<file path="config.mk">
export PLATFORM = sky130hd
export DESIGN_NAME = alu_seq_accum
export DESIGN_NICKNAME = d
export VERILOG_FILES = /design/src/rtl/alu_pkg.sv /design/src/rtl/mul_shift_add.sv /design/src/rtl/alu_seq_accum.sv
export SDC_FILE = /design/constraint.sdc
export NUM_CORES = 1
export LEC_CHECK = 0
export ABC_CLOCK_PERIOD_IN_PS = 2900
export CORE_MARGIN = 2
export CORE_UTILIZATION = 35
export DETAILED_ROUTE_END_ITERATION = 8
export GPL_TIMING_DRIVEN = 0
export PLACE_DENSITY = 0.6
export SYNTH_ARGS = -nofsm -noshare
export SYNTH_HDL_FRONTEND = slang
export SYNTH_SLANG_ARGS = --single-unit
</file>
<file path="constraint.sdc">
create_clock -name clk -period 2.9 [get_ports clk]
set_input_delay 0.58 -clock clk [delete_from_list [all_inputs] [get_ports clk]]
set_output_delay 0.58 -clock clk [all_outputs]
set_load 0.02 [all_outputs]
</file>
<file path="src/rtl/alu_pkg.sv">
// Shared opcode and FSM state definitions for the sequential accumulator ALU.
package alu_pkg;

    localparam logic [2:0] OP_ADD    = 3'b000;
    localparam logic [2:0] OP_SUB    = 3'b001;
    localparam logic [2:0] OP_XOR_OR = 3'b010;
    localparam logic [2:0] OP_ANY    = 3'b011;
    localparam logic [2:0] OP_ALL    = 3'b100;
    localparam logic [2:0] OP_CAT    = 3'b101;
    localparam logic [2:0] OP_MUL    = 3'b110;
    localparam logic [2:0] OP_CLR    = 3'b111;

    typedef enum logic {
        S_IDLE = 1'b0,
        S_MUL  = 1'b1
    } state_t;

endpackage

</file>
<file path="src/rtl/mul_shift_add.sv">
// Iterative unsigned shift-add multiplier, one multiplier bit per clock.
// The go edge already folds in bit 0, so the product is ready after WIDTH edges.
module mul_shift_add #(
    parameter int WIDTH = 4
) (
    input  logic               clk,
    input  logic               resetn,
    input  logic               go,
    input  logic [WIDTH-1:0]   a,
    input  logic [WIDTH-1:0]   b,
    output logic               busy,
    output logic               valid,
    output logic [2*WIDTH-1:0] product
);

    localparam int CW = $clog2(WIDTH) + 1;
    localparam logic [CW-1:0] LAST = CW'(WIDTH - 1);

    logic [2*WIDTH-1:0] mcand_q;
    logic [2*WIDTH-1:0] acc_q;
    logic [WIDTH-1:0]   mplier_q;
    logic [CW-1:0]      count_q;
    logic               running_q;
    logic               valid_q;

    always_ff @(posedge clk or negedge resetn) begin
        if (!resetn) begin
            mcand_q   <= '0;
            acc_q     <= '0;
            mplier_q  <= '0;
            count_q   <= '0;
            running_q <= 1'b0;
            valid_q   <= 1'b0;
        end else begin
            valid_q <= 1'b0;
            if (go && !running_q) begin
                acc_q     <= b[0] ? {{WIDTH{1'b0}}, a} : '0;
                mcand_q   <= {{(WIDTH-1){1'b0}}, a, 1'b0};
                mplier_q  <= b >> 1;
                count_q   <= CW'(1);
                running_q <= 1'b1;
            end else if (running_q) begin
                if (mplier_q[0]) begin
                    acc_q <= acc_q + mcand_q;
                end
                mcand_q  <= mcand_q << 1;
                mplier_q <= mplier_q >> 1;
                count_q  <= count_q + CW'(1);
                if (count_q == LAST) begin
                    running_q <= 1'b0;
                    valid_q   <= 1'b1;
                end
            end
        end
    end

    // Busy spans the hand-off cycle so the caller sees exactly WIDTH busy cycles.
    assign busy    = running_q | valid_q;
    assign valid   = valid_q;
    assign product = acc_q;

endmodule

</file>
<file path="src/rtl/alu_seq_accum.sv">
// Registered 8-op ALU with accumulator feedback, start/busy/done handshake
// and a multi-cycle multiply delegated to mul_shift_add.
module alu_seq_accum
    import alu_pkg::*;
#(
    parameter int WIDTH = 4
) (
    input  logic               clk,
    input  logic               resetn,
    input  logic               start,
    input  logic [2:0]         op,
    input  logic [WIDTH-1:0]   a_in,
    input  logic [WIDTH-1:0]   b_in,
    input  logic               b_sel,
    output logic               busy,
    output logic               done,
    output logic [2*WIDTH-1:0] result
);

    localparam int RW = 2 * WIDTH;

    state_t             state_q;
    state_t             state_d;
    logic [RW-1:0]      result_q;
    logic [RW-1:0]      op_result;
    logic               done_q;
    logic [WIDTH-1:0]   b_eff;
    logic [WIDTH:0]     sum;
    logic [WIDTH:0]     diff;
    logic               accept;
    logic               mul_go;
    logic               load_single;
    logic               load_mul;
    logic               mul_busy;
    logic               mul_valid;
    logic [RW-1:0]      mul_product;

    // Accumulator feedback takes only the low half; the upper half is dropped.
    assign accept = (state_q == S_IDLE) && start;
    assign b_eff  = b_sel ? b_in : result_q[WIDTH-1:0];
    assign sum    = {1'b0, a_in} + {1'b0, b_eff};
    assign diff   = {1'b0, a_in} - {1'b0, b_eff};

    always_comb begin
        op_result = '0;
        case (op)
            OP_ADD:    op_result = RW'(sum);
            OP_SUB:    op_result = RW'(diff);
            OP_XOR_OR: op_result = {a_in | b_eff, a_in ^ b_eff};
            OP_ANY:    op_result = RW'(|{a_in, b_eff});
            OP_ALL:    op_result = RW'(&{a_in, b_eff});
            OP_CAT:    op_result = {a_in, b_eff};
            default:   op_result = '0;
        endcase
    end

    always_ff @(posedge clk or negedge resetn) begin
        if (!resetn) begin
            state_q <= S_IDLE;
        end else begin
            state_q <= state_d;
        end
    end

    always_comb begin
        state_d = state_q;
        case (state_q)
            S_IDLE: if (accept && op == OP_MUL) state_d = S_MUL;
            S_MUL:  if (mul_valid)              state_d = S_IDLE;
            default:                            state_d = S_IDLE;
        endcase
    end

    always_comb begin
        mul_go      = 1'b0;
        load_single = 1'b0;
        load_mul    = 1'b0;
        case (state_q)
            S_IDLE: begin
                mul_go      = accept && (op == OP_MUL);
                load_single = accept && (op != OP_MUL);
            end
            S_MUL:   load_mul = mul_valid;
            default: ;
        endcase
    end

    always_ff @(posedge clk or negedge resetn) begin
        if (!resetn) begin
            result_q <= '0;
            done_q   <= 1'b0;
        end else begin
            done_q <= load_single | load_mul;
            if (load_single) begin
                result_q <= op_result;
            end else if (load_mul) begin
                result_q <= mul_product;
            end
        end
    end

    mul_shift_add #(
        .WIDTH (WIDTH)
    ) u_mul (
        .clk     (clk),
        .resetn  (resetn),
        .go      (mul_go),
        .a       (a_in),
        .b       (b_eff),
        .busy    (mul_busy),
        .valid   (mul_valid),
        .product (mul_product)
    );

    assign busy   = mul_busy;
    assign done   = done_q;
    assign result = result_q;

endmodule

</file>
==> reports/results.tsv <==
metric	value	unit
worst_path_max_delay_cell	clkdlybuf4s50_1	
finalSetupViolations	0	
dp_hpwl	4.26	mm
path_depth	11	
via_per_inst	5.38	
fmax	360	MHz
switching_share	40.5	%
drive_gt1_share	12.0	%
finalWirelength	5.65	mm
drtIter0Drc	139	
worstPathMaxFanout	5	
cts-root-buf	clkbuf_8	
drc	3	
slew_violations	0	
cp.arrival	2.94	ns
synthTopCellsByCount	nand2_1 (36), dfrtp_1 (33), o21ai_0 (23)	
seqPwrFrac	33.6	%
switching_power	0.999	mW
die_w	85.8	µm
regToRegEndpoint	result[4]	
rows	29	
routedWlPerCell	15.3	µm
rr_worst_depth	10	
area_growth	20.0	%
hold_class	in -> async	
p_comb_share	48.0	%
synth_edf_count	0	
htreeDepth	2	
fin_tns_setup	0	ns
antenna_found_initial	0	
ys_types	54	
grtUsageTotal	16.6	%
endpoint_kind	flip-flop	
hold_ws	0.349	ns
cts.path.max_buffers	2	
synthCells	261	
cap_violations	0	
synth-main-ff-cell	dfrtp_1	
ys_seq_elements	33	
p_int	1.46	mW
fillers	645	
synth-async-reset-ratio	100	%
grt-ovfl-total	0	
grt_pass1_vias	1929	
power	2.46	mW
finalNetCount	328	
coreArea	6420	µm²
outcome	finished with violations	
drtPass1Iterations	6	
synth_top_area_cell	dfrtp_1	
cp_top_family	adder cells	
antennaDiodeCount	0	
cts_buffers	5	
r2r-start	result[0]	
cts_num_sinks	33	
grt_pass1_wl	9.59	mm
cpPeakStageDelay	0.44	ns
p_per_area	877	nW/µm²
final_hold_viol_count	0	
ant_nets	0	
crit_path_end	result[4]	
r2r_setup_slack	0.44	ns
seq_area_frac_synth	35.3	%
required	3.07	ns
max_slew_margin	50.8	%
finalCritPeriodShare	95.8	%
p_leak	1.23	nW
path_buf_inv	1	
clock_latency	0.29	ns
die_h	85.8	µm
io_pins	25	
yosys_warnings	0	
ir_worst_vdd	0.313	mV
critPathLaunch	b_in[0]	
cts-hold-fix-buffers	0	
synth_area_leaders	dfrtp_1 (35%), ha_1 (11%), nand2_1 (5.8%)	
rsz0062_at_grt	no	
syn_nets	298	
place_area	2640	µm²
gp_congestion	0.870	
clkTransAtPathRegs	0.07	ns
fin_area	2810	µm²
avgSynthCellArea	8.96	µm²
vias	1987	
grt_max_degree	34	
worstSetupPathType	in -> reg	
tightest_slew	0.738	ns
fin_crit	2.78	ns
worstPathCellList	clkdlybuf4s50_1 -> mux2i_4 -> ha_1 -> nor2_1 -> a21oi_1 -> fa_2 -> or2b_1 -> a21oi_1 -> xnor2_1 -> a211oi_2 -> nor2_1	
clockPowerShare	18.3	%
cts_tree	done	
io_buffers	21	
yosysMostFrequentCell	nand2_1	
die-area	7350	µm²
start_util	36.4	%
final_core_util	43.7	%
violations	design-rule violations	
fin_skew	0.00570	ns
synth_area	2340	µm²
worst_setup_path_start_kind	input port	
yosys.area.top_type_share	35.3	%
==> what timing repair did <==
item	4_1_cts	5_1_grt
setup endpoints to repair	3	1
setup buffers	1	1
gates resized for setup	3	4
cloned	0	0
pin swaps	0	0
==> cell type report <==
type / instances / area (µm²) / area share, %
Inverter: 14 / 52.6 / 1.87
Sequential cell: 33 / 826 / 29.4
Tap cell: 77 / 96.3 / 3.43
Clock buffer: 7 / 86.3 / 3.07
Timing Repair Buffer: 23 / 220 / 7.84
Multi-Input combinational cell: 205 / 1430 / 50.8
Clock inverter: 1 / 30.0 / 1.07
Buffer: 9 / 71.3 / 2.54
==> logic make-up after synthesis <==
| group | after synthesis | synth area share, % |
|---|---|---|
| XOR/XNOR | 8 | 2.99 |
| AO/OA/AOI/OAI | 73 | 18.2 |
| buffers and inverters | 23 | 5.29 |
| multiplexers | 6 | 3.16 |
| flip-flops | 33 | 35.3 |
| adder cells (fa/ha/maj) | 22 | 12.4 |
| AND/OR/NAND/NOR | 96 | 22.6 |
==> routing by layer <==
metal,routed length [µm],GRT usage [%],up-vias
met2,2540,25.9,57
li1,-,-,984
met4,77,4.62,0
met5,0,0,-
met3,295,3.46,9
met1,2740,23.4,937
==> power by group through the flow <==
stage                     clock network [mW]  registers [mW]  logic (mW)
final                                  0.452           0.828        1.18
after global routing                   0.479           0.859        1.33
after detailed placement                   0           0.836        1.15
after global placement                     0           0.827        1.13
after CTS                              0.463           0.830        1.17
after floorplan                            0           0.861       0.731
==> metrics by stage <==
stage               setup slack, ns  cells
finish                        0.123    369
detailed placement           -0.748    359
global placement             -0.739    359
CTS                          0.0220    368
floorplan                    0.0583    261
global route                 0.0127    369
==> how the worst min path moves through the flow <==
stage	slack, ns	cells after the start	to	start
2_1_floorplan	0.28	0	done	resetn
3_3_place_gp	0.46	1	state_q	u_mul.valid
3_5_place_dp	0.48	1	u_mul.count_q[0]	u_mul.count_q[0]
4_1_cts	0.38	1	u_mul.count_q[0]	resetn
5_1_grt	0.42	1	u_mul.mcand_q[6]	resetn
6_report	0.35	1	u_mul.mcand_q[7]	resetn
==> cells in the final DEF, fill, tap and decap left out, drive strengths merged, types with 6 or more instances in the layout <==
cell           count
nand2             37
dfrtp             33
o21ai             28
a21oi             22
nor2              21
ha                20
clkdlybuf4s50     20
inv               14
clkbuf            10
buf                9
nand3              7
xor2               6
==> flip-flops by register name, summed over array words and instances (netlist names) <==
signal / cells
result: 8
u_mul.product: 8
u_mul.mcand_q: 7
u_mul.count_q: 3
u_mul.mplier_q: 3
done: 1
state_q: 1
u_mul.running_q: 1
u_mul.valid: 1
Power figures use the tool's default switching activity.
